--- config.mk ---
export PLATFORM = sky130hd
export DESIGN_NAME = spike_decoder_flat
export DESIGN_NICKNAME = d
export VERILOG_FILES = /design/src/rtl/spike_decoder_if.sv /design/src/rtl/spike_decoder.sv /design/src/flat_wrapper.sv
export SDC_FILE = /design/constraint.sdc
export NUM_CORES = 1
export LEC_CHECK = 0
export ABC_AREA = 1
export CAP_MARGIN = 10
export CORE_MARGIN = 8
export CORE_UTILIZATION = 52
export CTS_CLUSTER_SIZE = 16
export DETAILED_ROUTE_END_ITERATION = 6
export PLACE_DENSITY_LB_ADDON = 0.05
export SLEW_MARGIN = 5
export SYNTH_ARGS = -nofsm -noshare
export SYNTH_HDL_FRONTEND = slang
export SYNTH_SLANG_ARGS = --single-unit
--- constraint.sdc ---
create_clock -name i_clk -period 1.9 [get_ports i_clk]
set_clock_uncertainty 0.1 [all_clocks]
set_input_delay 0.19 -clock i_clk [delete_from_list [all_inputs] [get_ports i_clk]]
set_output_delay 0.19 -clock i_clk [all_outputs]
set_load 0.01 [all_outputs]
--- src/rtl/spike_decoder_if.sv ---
// -----------------------------------------------------------------------------
// spike_decoder_if
// Valid/ready stream that carries measured inter-spike intervals from
// spike_decoder (master) to a downstream consumer (slave).
//
// Signals:
//   isi_data   master->slave  CNT_W  measured interval in clock cycles
//   isi_valid  master->slave  1      isi_data holds an unconsumed interval
//   isi_ready  slave->master  1      consumer accepts when high with isi_valid
// -----------------------------------------------------------------------------
interface spike_decoder_if #(
    parameter int CNT_W = 8
);
    logic [CNT_W-1:0] isi_data;
    logic             isi_valid;
    logic             isi_ready;

    modport master (
        output isi_data,
        output isi_valid,
        input  isi_ready
    );

    modport slave (
        input  isi_data,
        input  isi_valid,
        output isi_ready
    );
endinterface

--- src/rtl/spike_decoder.sv ---
// -----------------------------------------------------------------------------
// spike_decoder
// Measures the inter-spike interval (ISI) of a synchronous spike train in
// clock cycles and streams each interval to a consumer. Flags loss of
// activity (timeout) and a stable period (locked).
//
// Build option:
//   SPIKE_DECODER_FIFO_EN  defined   -> output buffer is a FIFO_DEPTH-entry FIFO
//                          undefined -> output buffer is one holding register
//
// Ports:
//   i_clk       in   clock, rising edge
//   i_rst_n     in   asynchronous active-low reset
//   i_enable    in   measurement enable; low forces IDLE and drops lock history
//   i_spike_in  in   spike train, any high width counts as one spike
//   isi_bus     if   master side of the interval stream (data/valid/ready)
//   o_locked    out  last two pushed intervals were equal
//   o_timeout   out  high while no spike has been seen for more than TIMEOUT
//   o_overflow  out  one-cycle pulse when an interval is dropped on full buffer
//
// States:
//   IDLE    | no reference spike yet, cnt = 0
//   MEASURE | counting cycles since the last rising edge of the spike train
//   LOST    | no spike for TIMEOUT cycles, waiting to restart
// -----------------------------------------------------------------------------
module spike_decoder #(
    parameter int CNT_W      = 8,
    parameter int TIMEOUT    = 200,
    parameter int FIFO_DEPTH = 4
) (
    input  logic                   i_clk,
    input  logic                   i_rst_n,
    input  logic                   i_enable,
    input  logic                   i_spike_in,
    spike_decoder_if.master        isi_bus,
    output logic                   o_locked,
    output logic                   o_timeout,
    output logic                   o_overflow
);

    if (TIMEOUT < 2 || TIMEOUT > (2 ** CNT_W) - 1 ||
        FIFO_DEPTH < 2 || (FIFO_DEPTH & (FIFO_DEPTH - 1)) != 0) begin : g_bad_param
        $error("spike_decoder: illegal TIMEOUT or FIFO_DEPTH");
    end

    localparam logic [CNT_W-1:0] TMO = TIMEOUT[CNT_W-1:0];
    localparam logic [CNT_W-1:0] ONE = {{(CNT_W-1){1'b0}}, 1'b1};

    typedef enum logic [1:0] {
        S_IDLE    = 2'd0,
        S_MEASURE = 2'd1,
        S_LOST    = 2'd2
    } state_t;

    state_t           r_state;
    state_t           w_state_nxt;
    logic [CNT_W-1:0] r_cnt;
    logic [CNT_W-1:0] w_cnt_nxt;
    logic             r_spk_prev;
    logic             w_rise;
    logic             w_push;
    logic             w_lost_entry;

    logic [CNT_W-1:0] r_last_isi;
    logic             r_last_ok;
    logic             r_locked;
    logic             r_overflow;

    logic             w_valid;
    logic             w_full;
    logic             w_pop;
    logic             w_accept;
    logic [CNT_W-1:0] w_rd_data;

    // A high level of any length is one spike: only the rising edge counts.
    assign w_rise = i_spike_in & ~r_spk_prev;

    always_ff @(posedge i_clk or negedge i_rst_n) begin
        if (!i_rst_n) begin
            r_spk_prev <= 1'b0;
        end else begin
            r_spk_prev <= i_spike_in;
        end
    end

    always_ff @(posedge i_clk or negedge i_rst_n) begin
        if (!i_rst_n) begin
            r_state <= S_IDLE;
            r_cnt   <= '0;
        end else begin
            r_state <= w_state_nxt;
            r_cnt   <= w_cnt_nxt;
        end
    end

    always_comb begin
        w_state_nxt  = r_state;
        w_cnt_nxt    = r_cnt;
        w_push       = 1'b0;
        w_lost_entry = 1'b0;
        if (!i_enable) begin
            w_state_nxt = S_IDLE;
            w_cnt_nxt   = '0;
        end else begin
            case (r_state)
                S_IDLE: begin
                    w_cnt_nxt = '0;
                    if (w_rise) begin
                        w_state_nxt = S_MEASURE;
                        w_cnt_nxt   = ONE;
                    end
                end
                S_MEASURE: begin
                    // A rise on the TIMEOUT cycle still counts as a valid interval.
                    if (w_rise) begin
                        w_push    = 1'b1;
                        w_cnt_nxt = ONE;
                    end else if (r_cnt == TMO) begin
                        w_state_nxt  = S_LOST;
                        w_lost_entry = 1'b1;
                    end else begin
                        w_cnt_nxt = r_cnt + ONE;
                    end
                end
                S_LOST: begin
                    if (w_rise) begin
                        w_state_nxt = S_MEASURE;
                        w_cnt_nxt   = ONE;
                    end
                end
                default: begin
                    w_state_nxt = S_IDLE;
                    w_cnt_nxt   = '0;
                end
            endcase
        end
    end

    // Lock history tracks every pushed interval, even ones the buffer drops.
    always_ff @(posedge i_clk or negedge i_rst_n) begin
        if (!i_rst_n) begin
            r_last_isi <= '0;
            r_last_ok  <= 1'b0;
            r_locked   <= 1'b0;
        end else if (!i_enable) begin
            r_last_ok <= 1'b0;
            r_locked  <= 1'b0;
        end else if (w_push) begin
            r_locked   <= r_last_ok && (r_cnt == r_last_isi);
            r_last_isi <= r_cnt;
            r_last_ok  <= 1'b1;
        end else if (w_lost_entry) begin
            r_locked <= 1'b0;
        end
    end

    assign w_pop    = w_valid & isi_bus.isi_ready;
    // When full, a simultaneous pop frees the slot the push needs.
    assign w_accept = w_push & (~w_full | w_pop);

`ifdef SPIKE_DECODER_FIFO_EN
    localparam int PTR_W = $clog2(FIFO_DEPTH);
    localparam logic [PTR_W:0] DEPTH_L = FIFO_DEPTH[PTR_W:0];

    logic [CNT_W-1:0] r_mem [FIFO_DEPTH];
    logic [PTR_W-1:0] r_wptr;
    logic [PTR_W-1:0] r_rptr;
    logic [PTR_W:0]   r_count;

    assign w_full    = (r_count == DEPTH_L);
    assign w_valid   = (r_count != '0);
    assign w_rd_data = r_mem[r_rptr];

    always_ff @(posedge i_clk) begin
        if (w_accept) begin
            r_mem[r_wptr] <= r_cnt;
        end
    end

    // Power-of-two depth lets the pointers wrap naturally.
    always_ff @(posedge i_clk or negedge i_rst_n) begin
        if (!i_rst_n) begin
            r_wptr  <= '0;
            r_rptr  <= '0;
            r_count <= '0;
        end else begin
            if (w_accept) begin
                r_wptr <= r_wptr + 1'b1;
            end
            if (w_pop) begin
                r_rptr <= r_rptr + 1'b1;
            end
            case ({w_accept, w_pop})
                2'b10:   r_count <= r_count + 1'b1;
                2'b01:   r_count <= r_count - 1'b1;
                default: r_count <= r_count;
            endcase
        end
    end
`else
    logic [CNT_W-1:0] r_hold;
    logic             r_hold_valid;

    assign w_full    = r_hold_valid;
    assign w_valid   = r_hold_valid;
    assign w_rd_data = r_hold;

    always_ff @(posedge i_clk or negedge i_rst_n) begin
        if (!i_rst_n) begin
            r_hold       <= '0;
            r_hold_valid <= 1'b0;
        end else if (w_accept) begin
            r_hold       <= r_cnt;
            r_hold_valid <= 1'b1;
        end else if (w_pop) begin
            r_hold_valid <= 1'b0;
        end
    end
`endif

    always_ff @(posedge i_clk or negedge i_rst_n) begin
        if (!i_rst_n) begin
            r_overflow <= 1'b0;
        end else begin
            r_overflow <= w_push & ~w_accept;
        end
    end

    // Data is forced to zero while empty so reset and idle look identical.
    assign isi_bus.isi_data  = w_valid ? w_rd_data : '0;
    assign isi_bus.isi_valid = w_valid;
    assign o_locked          = r_locked;
    assign o_timeout         = (r_state == S_LOST);
    assign o_overflow        = r_overflow;

endmodule

--- src/flat_wrapper.sv ---
// flat-port wrapper written by rule: the top's interface ports become plain ports
module spike_decoder_flat 
#(
    parameter int CNT_W      = 8,
    parameter int TIMEOUT    = 200,
    parameter int FIFO_DEPTH = 4
)
  (i_clk, i_rst_n, i_enable, i_spike_in, o_locked, o_timeout, o_overflow, isi_bus_isi_data, isi_bus_isi_valid, isi_bus_isi_ready);
  spike_decoder_if #(.CNT_W(CNT_W)) isi_bus_i ();
  input  logic i_clk;
  input  logic i_rst_n;
  input  logic i_enable;
  input  logic i_spike_in;
  output logic o_locked;
  output logic o_timeout;
  output logic o_overflow;
  output wire logic [$bits(isi_bus_i.isi_data)-1:0] isi_bus_isi_data;
  output wire logic [$bits(isi_bus_i.isi_valid)-1:0] isi_bus_isi_valid;
  input wire logic [$bits(isi_bus_i.isi_ready)-1:0] isi_bus_isi_ready;
  assign isi_bus_isi_data = isi_bus_i.isi_data;
  assign isi_bus_isi_valid = isi_bus_i.isi_valid;
  assign isi_bus_i.isi_ready = isi_bus_isi_ready;
  spike_decoder #(.CNT_W(CNT_W), .TIMEOUT(TIMEOUT), .FIFO_DEPTH(FIFO_DEPTH)) u_core (.i_clk(i_clk), .i_rst_n(i_rst_n), .i_enable(i_enable), .i_spike_in(i_spike_in), .isi_bus(isi_bus_i), .o_locked(o_locked), .o_timeout(o_timeout), .o_overflow(o_overflow));
endmodule
==> summary.md <==
| Metric | Value |
|---|---|
| CTS tree | `built` |
| Setup CP Type | `reg -> out` |
| Pre-CTS WS | `0.158 ns` |
| Core Box Area | `3050 sq um` |
| Vias in the first global route | `1326` |
| Vias | `1379` |
| CP arrival | `approximately 1.4 ns` |
| Reg2reg start | `u_core.r_cnt[0]$_DFFE_PN0P_` |
| Net count, final | `236` |
| CP max stage delay | `0.54 ns` |
| Wl on met1 | `between 1500 and 2000 microns` |
| Final non-filler cell area | `1970 sq um` |
| Ys Warns | `0` |
| Synth-to-Final Area Change | `17.5%` |
| Via-to-Cell Ratio | `roughly 5.0` |
| Sw Ratio | `23.5%` |
| ANT nets after route | `0` |
| Clk Latency, worst-skew pair | `0.33 ns` |
| Seq. cell area | `777 sq um` |
| Critical Path Start Type | `flop` |
| Cts bufs inserted | `5` |
| Dpl cell area | `between 1500 and 2000 sq um` |
| Core Util, Final | `64.4%` |
| Post-DR wirelength/cell | `between 10 and 15 microns` |
| CTS Hold Bufs | `0` |
| I/O pins | `17` |
| Die X-Extent | `just over 70 microns` |
| Worst Path Required | `1.61 ns` |
| Max frequency | `576 MHz` |
| Initial antenna violation count | `0` |
| Hold crit path type | `in -> async` |
| Final std cells w/o fill | `about 270` |
| Final setup TNS | `0 ns` |
| Yosys reg bits | `31` |
| Clock network fraction of total power | `39.0%` |
| DR pass1 iterations | `5` |
| RePlAce Congestion | `0.872` |
| Final worst slack | `~0.17 ns` |
| Placed cell count | `about 270` |
| Mapped Area | `~1700 sq um` |
| Headroom to the max-slew limit | `74.4%` |
| Worst Setup End Kind | `output pin` |
| Violation count after the first detailed-route iteration | `76` |
| Yosys cell types | `23` |
| Fin. max-slew vios | `0` |
| Fillers | `290` |
| Critical path peak fanout | `10` |
| Clock tree buffer depth | `2` |
| Worst-Margin Slew | `0.385 ns` |
| Number of buffers added on ports | `16` |
| CTS Root Cell | `clkbuf_4` |
| Setup violators final | `0` |
| DRC viols | `0` |
| Static leakage | `1.01 nW` |
| Layout cell share with drive strength beyond 1 | `17.0%` |
| CTS Sinks | `31` |
| Crit path time final | `1.73 ns` |
| Flop pwr share | `51.7%` |
| Cell Int Power | `1.04 mW` |
| Register area share after synthesis | `46.3%` |
| Clock transition at path regs | `0.09 ns` |
| MaxCap Viol Count | `0` |
| Largest net degree at the start of global routing | `32` |
| Worst IR Drop VDD | `~0.00054 V` |
| Cells after Synth | `207` |
| Synth Net Count | `214` |
| P_sw | `0.320 mW` |
| DR top layer | `met4` |
| Multi-input logic area | `742 sq um` |
| Worst Setup SP | `u_core.isi_bus.isi_valid$_DFFE_PN0P_` |
| DRT Wirelength | `3400 microns` |
| Number of diodes | `0` |
| Initial Util | `54.8%` |
| First-pass GRT wire length | `between 5000 and 6000 microns` |
| Final Hold Vio Count | `0` |
| Die height | `72.7 microns` |
| Total track usage | `14.3%` |
| Critical path, cell by cell | `nand2_1 -> inv_1 -> clkdlybuf4s50_1` |
| Pwr per Cell Area | `693 nW/um^2` |
| Placed wire-length estimate | `roughly 2600 microns` |
| Slowest cell on the critical path | `clkdlybuf4s50_1` |
| Die area | `5290 sq um` |
| RSZ-0062 raised after global routing | `no` |
| Met3 routed WL | `248 microns` |
| Met2 WL | `1570 microns` |
| GR Overflow Total | `0` |
| Period utilisation layout | `about 90%` |
| Outcome | `finished, final reports clean` |
| Row Count | `20` |
| H-tree levels | `2` |
| Comb power frac | `around a tenth` |
| Synth Area per Inst | `8.09 sq um` |
==> stage by stage <==
stage | hold WS, ns | power [mW]
3_5_place_dp | 0.370 | 0.846
2_1_floorplan | -0.206 | 0.794
3_3_place_gp | 0.367 | 0.844
5_1_grt | 0.169 | 1.43
6_report | 0.136 | 1.36
4_1_cts | 0.145 | 1.38
==> cell usage in the layout, fill, tap and decap left out, drive strengths merged, types with 3 or more instances in the layout <==
| master | count |
|---|---|
| clkbuf | 6 |
| buf | 5 |
| nand4 | 3 |
| nand3 | 15 |
| inv | 29 |
| clkdlybuf4s50 | 16 |
| nor2 | 20 |
| xor2 | 6 |
| o21ai | 27 |
| dfrtp | 31 |
| nand2 | 62 |
==> final timing paths <==
path / slack [ns] / end / cells past startpoint
worst max register to register: 0.30 / u_core.r_cnt[2]$_DFFE_PN0P_ / 9
worst max-delay path: 0.17 / isi_bus_isi_data[2] / 3
min in group i_clk: 0.25 / u_core.r_spk_prev$_DFF_PN0_ / 1
worst min-delay path: 0.14 / u_core.r_state[0]$_DFFE_PN0P_ / 2
worst min register to register: 0.39 / u_core.r_hold[0]$_DFFE_PN0P_ / 2
max in group asynchronous: 1.26 / u_core.isi_bus.isi_valid$_DFFE_PN0P_ / 2
==> worst max-delay path: cells and delay by family, from the launching register on <==
kind	cells	cell delay (ns)
AND/OR/NAND/NOR	1	0.07
flip-flops	1	0.46
buffers and inverters	2	0.59
==> registers in the layout, summed over array words and instances (netlist names) <==
name                      flops
u_core.isi_bus.isi_valid      1
u_core.o_locked               1
u_core.o_overflow             1
u_core.r_cnt                  8
u_core.r_hold                 8
u_core.r_last_isi             8
u_core.r_last_ok              1
u_core.r_spk_prev             1
u_core.r_state                2
==> logic make-up after synthesis <==
group           synth area share (%)
flops                           46.3
buf+inv                         9.34
compound gates                  12.0
fa+ha+maj                       1.49
simple gates                    27.7
xor+xnor                        3.14
==> area by class of cell <==
class / instances / area share [%]
Clock buffer: 6 / 2.61
Clock inverter: 2 / 1.78
Inverter: 29 / 5.53
Multi-Input combinational cell: 141 / 37.7
Sequential cell: 31 / 39.5
Tap cell: 44 / 2.80
Timing Repair Buffer: 21 / 10.1
==> per-layer routing <==
| metal | GRT usage (%) | vias up |
|---|---|---|
| li1 | - | 695 |
| met4 | 6.22 | 0 |
| met2 | 22.8 | 40 |
| met5 | 0 | - |
| met3 | 5.22 | 8 |
| met1 | 16.8 | 636 |
==> power by group through the flow <==
stage / combinational (mW) / clock, mW / sequential (mW)
floorplan: 0.0823 / 0 / 0.711
global placement: 0.129 / 0 / 0.715
detailed placement: 0.130 / 0 / 0.716
CTS: 0.131 / 0.548 / 0.704
global route: 0.151 / 0.572 / 0.707
finish: 0.128 / 0.531 / 0.704
==> synthesized netlist by cell type, drive strengths merged <==
cell type	number	area [sq um]
a21oi	1	5.00
a22oi	1	7.51
buf	5	43.8
clkbuf	1	3.75
dfrtp	31	776
ha	2	25.0
inv	29	109
nand2	62	248
nand3	15	75.1
nand4	3	18.8
nor2	20	98.8
nor3	2	10.0
nor3b	1	7.51
o21ai	27	188
or2	1	6.26
xor2	6	52.6
==> timing repair <==
item	CTS	global route
setup buffers	0	0
hold endpoints to repair	0	0
gates resized for setup	0	1
endpoints found under the setup margin	0	4
Note: power is estimated with default switching activity, not from simulation.
